## src/rtl/central_register_bank_pkg.sv

```systemverilog
// rtl/central_register_bank_pkg.sv - shared widths, bit positions and cycle helpers
package central_register_bank_pkg;

    localparam int WIDTH = 16;
    localparam logic [WIDTH-1:0] Z_RESET_DEFAULT = 16'o04000;

    // Bit positions use hardware numbering (bit 16 = MSB); subtract 1 for indices.
    localparam int SGN         = 16;
    localparam int OVF         = 15;
    localparam int EDOP_SRC_HI = 14;
    localparam int EDOP_SRC_LO = 8;
    localparam int EDOP_DST_HI = 7;
    localparam int EDOP_DST_LO = 1;

    function automatic logic [WIDTH-1:0] cyl16(input logic [WIDTH-1:0] w);
        return {w[WIDTH-2:0], w[WIDTH-1]};
    endfunction

    function automatic logic [WIDTH-1:0] cyr16(input logic [WIDTH-1:0] w);
        return {w[0], w[WIDTH-1:1]};
    endfunction

endpackage

```

## src/rtl/central_register_bank_cell.sv

```systemverilog
// rtl/central_register_bank_cell.sv - register with clear-then-OR load rule
module central_reg_cell #(
    parameter int             W         = 16,
    parameter logic [W-1:0]   RESET_VAL = '0
) (
    input  logic         clk,
    input  logic         resetn,
    input  logic         clr,
    input  logic         wr,
    input  logic [W-1:0] din,
    output logic [W-1:0] q
);

    always_ff @(posedge clk) begin
        if (!resetn) begin
            q <= RESET_VAL;
        end else begin
            q <= (clr ? '0 : q) | (wr ? din : '0);
        end
    end

endmodule

```

## src/rtl/central_register_bank.sv

```systemverilog
// rtl/central_register_bank.sv - central registers A, L, Q, Z, B, G with gated read/write buses
module central_register_bank
    import central_register_bank_pkg::*;
#(
    parameter int               WIDTH_P = WIDTH,
    parameter logic [WIDTH-1:0] Z_RESET = Z_RESET_DEFAULT
) (
    input  logic               SIM_CLK,
    input  logic               SIM_RST,
    input  logic [WIDTH_P-1:0] WL_n,
    input  logic               CAG,
    input  logic               CLG1G,
    input  logic               CLG2G,
    input  logic               CQG,
    input  logic               CZG,
    input  logic               CBG,
    input  logic               CGG,
    input  logic               WAG_n,
    input  logic               WLG_n,
    input  logic               WQG_n,
    input  logic               WZG_n,
    input  logic               WBG_n,
    input  logic               WG1G_n,
    input  logic               WG3G_n,
    input  logic               WG5G_n,
    input  logic               WEDOPG_n,
    input  logic               RAG_n,
    input  logic               RLG_n,
    input  logic               RQG_n,
    input  logic               RZG_n,
    input  logic               RGG_n,
    input  logic               RBHG_n,
    input  logic               RBLG_n,
    input  logic               RCG_n,
    output logic [WIDTH_P-1:0] RL_n,
    output logic [11:0]        Z_OUT,
    output logic               OVF_n,
    output logic               A15_n,
    output logic               A16_n
);

    logic [WIDTH-1:0] w;
    logic [WIDTH-1:0] a, l, q, z, b, g;
    logic [WIDTH-1:0] g_din;
    logic             g_wr;
    logic [WIDTH-1:0] rd;

    assign w = ~WL_n;

    // G write gates wire-OR their transformed bus terms.
    always_comb begin
        g_din = '0;
        if (!WG1G_n) g_din = g_din | w;
        if (!WG3G_n) g_din = g_din | cyl16(w);
        if (!WG5G_n) g_din = g_din | cyr16(w);
        if (!WEDOPG_n) begin
            g_din[EDOP_DST_HI-1:EDOP_DST_LO-1] = g_din[EDOP_DST_HI-1:EDOP_DST_LO-1]
                                               | w[EDOP_SRC_HI-1:EDOP_SRC_LO-1];
        end
    end

    assign g_wr = !WG1G_n || !WG3G_n || !WG5G_n || !WEDOPG_n;

    central_reg_cell #(.W(WIDTH)) u_a (
        .clk(SIM_CLK), .resetn(SIM_RST), .clr(CAG), .wr(!WAG_n), .din(w), .q(a)
    );

    // L clears in two independent fields: L[14:1] and L[16:15].
    central_reg_cell #(.W(14)) u_l_lo (
        .clk(SIM_CLK), .resetn(SIM_RST), .clr(CLG1G), .wr(!WLG_n), .din(w[13:0]), .q(l[13:0])
    );

    central_reg_cell #(.W(2)) u_l_hi (
        .clk(SIM_CLK), .resetn(SIM_RST), .clr(CLG2G), .wr(!WLG_n), .din(w[15:14]), .q(l[15:14])
    );

    central_reg_cell #(.W(WIDTH)) u_q (
        .clk(SIM_CLK), .resetn(SIM_RST), .clr(CQG), .wr(!WQG_n), .din(w), .q(q)
    );

    central_reg_cell #(.W(WIDTH), .RESET_VAL(Z_RESET)) u_z (
        .clk(SIM_CLK), .resetn(SIM_RST), .clr(CZG), .wr(!WZG_n), .din(w), .q(z)
    );

    central_reg_cell #(.W(WIDTH)) u_b (
        .clk(SIM_CLK), .resetn(SIM_RST), .clr(CBG), .wr(!WBG_n), .din(w), .q(b)
    );

    central_reg_cell #(.W(WIDTH)) u_g (
        .clk(SIM_CLK), .resetn(SIM_RST), .clr(CGG), .wr(g_wr), .din(g_din), .q(g)
    );

    always_comb begin
        rd = '0;
        if (!RAG_n)  rd = rd | a;
        if (!RLG_n)  rd = rd | l;
        if (!RQG_n)  rd = rd | q;
        if (!RZG_n)  rd = rd | z;
        if (!RGG_n)  rd = rd | g;
        if (!RCG_n)  rd = rd | ~b;
        if (!RBHG_n) rd = rd | {b[15:7], 7'b0};
        if (!RBLG_n) rd = rd | {9'b0, b[6:0]};
    end

    assign RL_n  = ~rd;
    assign Z_OUT = z[11:0];
    assign OVF_n = ~(a[SGN-1] ^ a[OVF-1]);
    assign A16_n = ~a[SGN-1];
    assign A15_n = ~a[OVF-1];

endmodule
```

## config.mk

```make
export PLATFORM = sky130hd
export DESIGN_NAME = central_register_bank
export DESIGN_NICKNAME = d
export VERILOG_FILES = /design/src/rtl/central_register_bank_pkg.sv /design/src/rtl/central_register_bank_cell.sv /design/src/rtl/central_register_bank.sv
export SDC_FILE = /design/constraint.sdc
export NUM_CORES = 1
export LEC_CHECK = 0
export ABC_CLOCK_PERIOD_IN_PS = 1190
export CORE_ASPECT_RATIO = 1.2
export CORE_MARGIN = 2
export CORE_UTILIZATION = 54
export CTS_CLUSTER_SIZE = 8
export DETAILED_ROUTE_END_ITERATION = 7
export PLACE_DENSITY = 0.8
export SYNTH_ARGS = -nofsm -noshare
export SYNTH_HDL_FRONTEND = slang
export SYNTH_SLANG_ARGS = --single-unit
```

## constraint.sdc

```tcl
create_clock -name SIM_CLK -period 1.19 [get_ports SIM_CLK]
set_input_delay 0.238 -clock SIM_CLK [delete_from_list [all_inputs] [get_ports SIM_CLK]]
set_output_delay 0.238 -clock SIM_CLK [all_outputs]
set_load 0.01 [all_outputs]
```

* After elaboration in Yosys (flattened, before gate mapping)
Cells that the tools add are included.
** Cells by class
- Bitwise operators :: 24
- Muxes and demuxes :: 26
- Reduce and logical (&&, ||, !) cells :: 7
** Operator list (number)
- $mux 16 :: 21
- $or 16x16->16 :: 13
- $not 16->16 :: 3
- $mux 14 :: 2
- $or 16x7->16 :: 1
- $or 14x14->14 :: 1
- $mux 7 :: 1
- $or 7x7->7 :: 1
- $logic_not 1->1 :: 4
- $mux 2 :: 2
- $logic_or 1x1->1 :: 3
- $not 1->1 :: 3
- $or 2x2->2 :: 1
- $xor 1x1->1 :: 1
** Word-level totals
- Register bits :: 96
- Word-level logic and storage cells :: 64
- Output and inout bits :: 31
- Input bits :: 42

* Logic depth before layout (Yosys ltp)
- Depth in word-level cells :: 16
- Mapped depth :: 4
- Mapped depth without buffers :: 3

* Cells and area by module
Synthesis repeated with hierarchy kept, for this count alone.
** Second synthesis, totals
- Cell total of the unflattened synthesis :: 624
- Area total of the unflattened synthesis :: 5800.6 um2
** Modules (own cells, without submodules)
- central_reg_cell (u_a ...) :: area an instance 748.2 um2, instances 4, seq. area each 320.3 um2, cells each 68
- central_register_bank :: area an instance 1411.4 um2, instances 1, seq. area each 0.0 um2, cells each 217
- central_reg_cell (u_z) :: area an instance 734.5 um2, instances 1, seq. area each 320.3 um2, cells each 68
- central_reg_cell (u_l_lo) :: area an instance 586.8 um2, instances 1, seq. area each 280.3 um2, cells each 59
- central_reg_cell (u_l_hi) :: area an instance 75.1 um2, instances 1, seq. area each 40.0 um2, cells each 8

* Worst setup path after synthesis
No wires, ideal clock.
- Kind :: input port to output port
- From :: input RBHG_n
- To :: output RL_n[15]
- Buffers on the path :: 1
- Arrival :: 876 ps
- Setup slack :: 76 ps
- Required time :: 952 ps
- Cell stages on the path :: 3
- Cells stage by stage :: clkbuf_1 > mux2i_1 > nor3_1
** Between the ends
- Longest elaborated chain between the ends :: 4
** RTL lines
- start: declaration :: line central_register_bank.sv:32 : input logic RBHG_n,
- $mux 16 * :: line central_register_bank.sv:101 : if (!RBHG_n) rd = rd | {b[15:7], 7'b0};
- $or 16x7->16 :: line central_register_bank.sv:102 : if (!RBLG_n) rd = rd | {9'b0, b[6:0]};
- $mux 16 * :: line central_register_bank.sv:102
- $not 16->16 * :: line central_register_bank.sv:105 : assign RL_n = ~rd;
- end: declaration :: line central_register_bank.sv:35 : output logic [WIDTH_P-1:0] RL_n,
Mark *: on every way between the ends. The rest lies on a longest branch, timed or not.

* Worst setup path after layout
- From :: register u_b.q[14]
- To :: output RL_n[14]
** Between the ends
- Longest elaborated chain between the ends :: 8
** RTL lines
- start: declaration :: line central_register_bank_cell.sv:11 : output logic [W-1:0] q
- start signal: assignment :: line central_register_bank_cell.sv:18 : q <= (clr ? '0 : q) | (wr ? din : '0);
- $not 16->16 :: line central_register_bank.sv:100 : if (!RCG_n) rd = rd | ~b;
- $or 16x16->16 :: line central_register_bank.sv:100
- $mux 16 :: line central_register_bank.sv:100
- $or 16x16->16 :: line central_register_bank.sv:101
- $mux 16 * :: line central_register_bank.sv:101
- $or 16x7->16 :: line central_register_bank.sv:102
- $mux 16 * :: line central_register_bank.sv:102
- $not 16->16 * :: line central_register_bank.sv:105
Marked as above.

==> impl_metrics.toml <==
[cells_and_area]
final_layout_size_suffix_gt1_share_pct = 47.82
diodes = 0
area_growth_pct = 43.98
mostFrequentLayoutCells = "o22ai_1 (111), and2_1 (79), buf_4 (69)"
finalNonFillerCells = 805
num-nets-final = 728
nFillCells = 481
layout_commonest_cell = "o22ai_1"

[place]
placed_cells = 780
dp_hpwl_mm = 9.463
pre_cts_ws_ns = -1.018
portBuffers = 72
gp_congestion = 0.9189

[sta]
slew_headroom_pct = 74.85
hold_viol_final = 0
fin_ws_ns = -0.2890
fin_crit_sh_pct = 124.3
worst_slew_pin_slew_ns = 0.3760
clock.fmax_ghz = 0.6761
setup_viol = 19
finalCriticalPeriod_ns = 1.479
drv_slew = 0
rsz0062_at_grt = "yes"
final.setup.tns_ns = -3.862
finClkSkew_ns = 0

[min_path]
whs_path_depth = 3
holdPathEnd = "u_z.q[11]"
hp-class = "in -> reg"
worstHoldStart = "SIM_RST"

[floorplan]
core_um2 = 8611
die_area_um2 = 9640
start_util_pct = 55.61
ios = 73
rows = 37
die_w_um = 89.96
die_h_um = 107.2

[synth]
synth-compound-area-share_pct = 23.70
netlist_area_um2 = 4788
synth_cell_types = 21
yosysSeqAreaShare_pct = 40.14
synth_top_family_by_area = "compound AO/OA/AOI/OAI gates"
synth_adder_area_share_pct = 0
yosys.area_share.simple_pct = 15.78
synth_cells = 561
yosysWarnings = 0
synth.area.mux_share_pct = 3.345
syn_nets = 603
synthXorXnorAreaFrac_pct = 0.1829
synth-seq-cells = 96
avgSynthCellArea_um2 = 8.535

[clock_network]
cts-root-buf = "clkbuf_8"
numClockSinks = 96
clockBufferDepth = 2
cts_tree = "yes"
hold_buffers = 0
numCtsBuffers = 9
insertion_delay_ns = 0.37
h-tree-depth = 3
clk_pin_slew_ns = 0.08

[detailed_routing]
routedWlPerCell_um = 20.60
first_pass_iters = 8
drt_wl_total_mm = 16.59
drc = 0
drt_iter0_markers = 676
via_per_inst = 6.099
num_vias = 4910
antenna_left = 0

[pwr]
p_per_area_nw_per_um2 = 1088
ir_drop_uv = 795.3
power.leakage_nw = 2.778

[setup_path]
reg2reg_slack_ns = 0.14
crit_type = "reg -> out"
cpPeakStageDelay_ns = 0.34
critPathLaunchType = "flop"
crit_slowest_cell = "dfxtp_2"
rr_worst_depth = 5
crit_path_end_kind = "output port"
cp_max_fo = 2
r2r_end = "u_l_lo.q[1]"
r2r-start = "u_l_lo.q[1]"
arrival_ns = 1.24
crit_path_cell_trace = "mux2i_1 -> nor3_2 -> buf_2"
crit_required_ns = 0.95

[global_routing]
grt_max_degree = 53
grt_usage_pct = 34.78
antenna_found_initial = 0
grt_pass1_vias = 5200
grt_first_pass_wirelength_mm = 26.22
grt_overflow = 0

[status]
violations = "negative setup slack"
outcome = "finished, violations left"

[flow_run]
maxCapViolations = 0
## cells in the mapped netlist (all sizes together)
master,number,area (um^2)
o22ai,127,794.5
o31a,7,61.31
nor2,7,26.28
xnor2,1,8.760
clkinv,24,95.09
and2,79,494.2
o221ai,17,211.5
nand2b,16,100.1
inv,72,270.3
clkbuf,8,30.03
mux2i,16,160.2
buf,66,411.6
o21a,9,67.56
nor3,16,135.1
dfxtp,96,1922
## per-stage QoR
step	utilization [%]	power, mW	hold WS [ns]	cell area (um^2)
after floorplan	-	4.482	0.4767	4788
after global placement	73.48	5.309	0.5653	6327
after detailed placement	73.48	5.370	0.5750	6327
after CTS	79.21	7.356	0.2866	6820
after global routing	80.06	7.732	0.2969	6894
final	80.06	7.498	0.3025	6894
## where the power goes
group          switching (mW)  internal (mW)
logic                   0.957           1.05
registers               0.118           3.43
clock network            1.10          0.840
total                    2.18           5.32
## registers in the layout (all words and copies together), names as in the netlist
name,cells
u_a.q,16
u_b.q,16
u_g.q,16
u_l_hi.q,2
u_l_lo.q,14
u_q.q,16
u_z.q,16
## final cells by class
type	instances	area, um^2	area share [%]
inverter	96	381.6	5.535
sequential	96	1994	28.93
clock buffer	12	155.1	2.250
clock inverter	1	5.005	0.07260
timing repair buffer	188	1952	28.31
multi-input combinational	295	2260	32.78
tap	117	146.4	2.123
## repair_timing
item                       CTS  global route
gates cloned                 2             0
hold endpoints to repair     0             0
pin swaps                   37             3
setup buffers               13             3
gates resized for setup    277            39
setup endpoints to repair   31            30
## worst max-delay path by stage
stage | startpoint | to | cells past startpoint
2_1_floorplan | RBHG_n | RL_n[15] | 3
3_3_place_gp | RQG_n | RL_n[11] | 6
3_5_place_dp | RQG_n | RL_n[14] | 6
4_1_cts | u_l_lo.q[3] | RL_n[3] | 4
5_1_grt | u_l_lo.q[3] | RL_n[3] | 4
6_report | u_b.q[14] | RL_n[14] | 3
## critical path, delay by kind of cell (launching register included)
kind          cells  cell delay [ns]
mux               1             0.29
simple gates      1             0.09
flops             1             0.34
buf+inv           1             0.15
## metal layers
layer  share of wire (%)  global-route usage (%)  vias up  wire length [um]
li1                    -                       -     2154                 -
met1                  36                   38.51     2323              6018
met2                  48                   58.60      315              8005
met3                 8.1                   7.449      118              1349
met4                 7.3                   26.81        0              1212
met5                   0                       0        -                 0
## cells by family after synthesis
family / count (synthesis)
mux: 16
flops: 96
buf+inv: 170
simple gates: 118
xor+xnor: 1
compound gates: 160
Power figures use the tool's default switching activity.
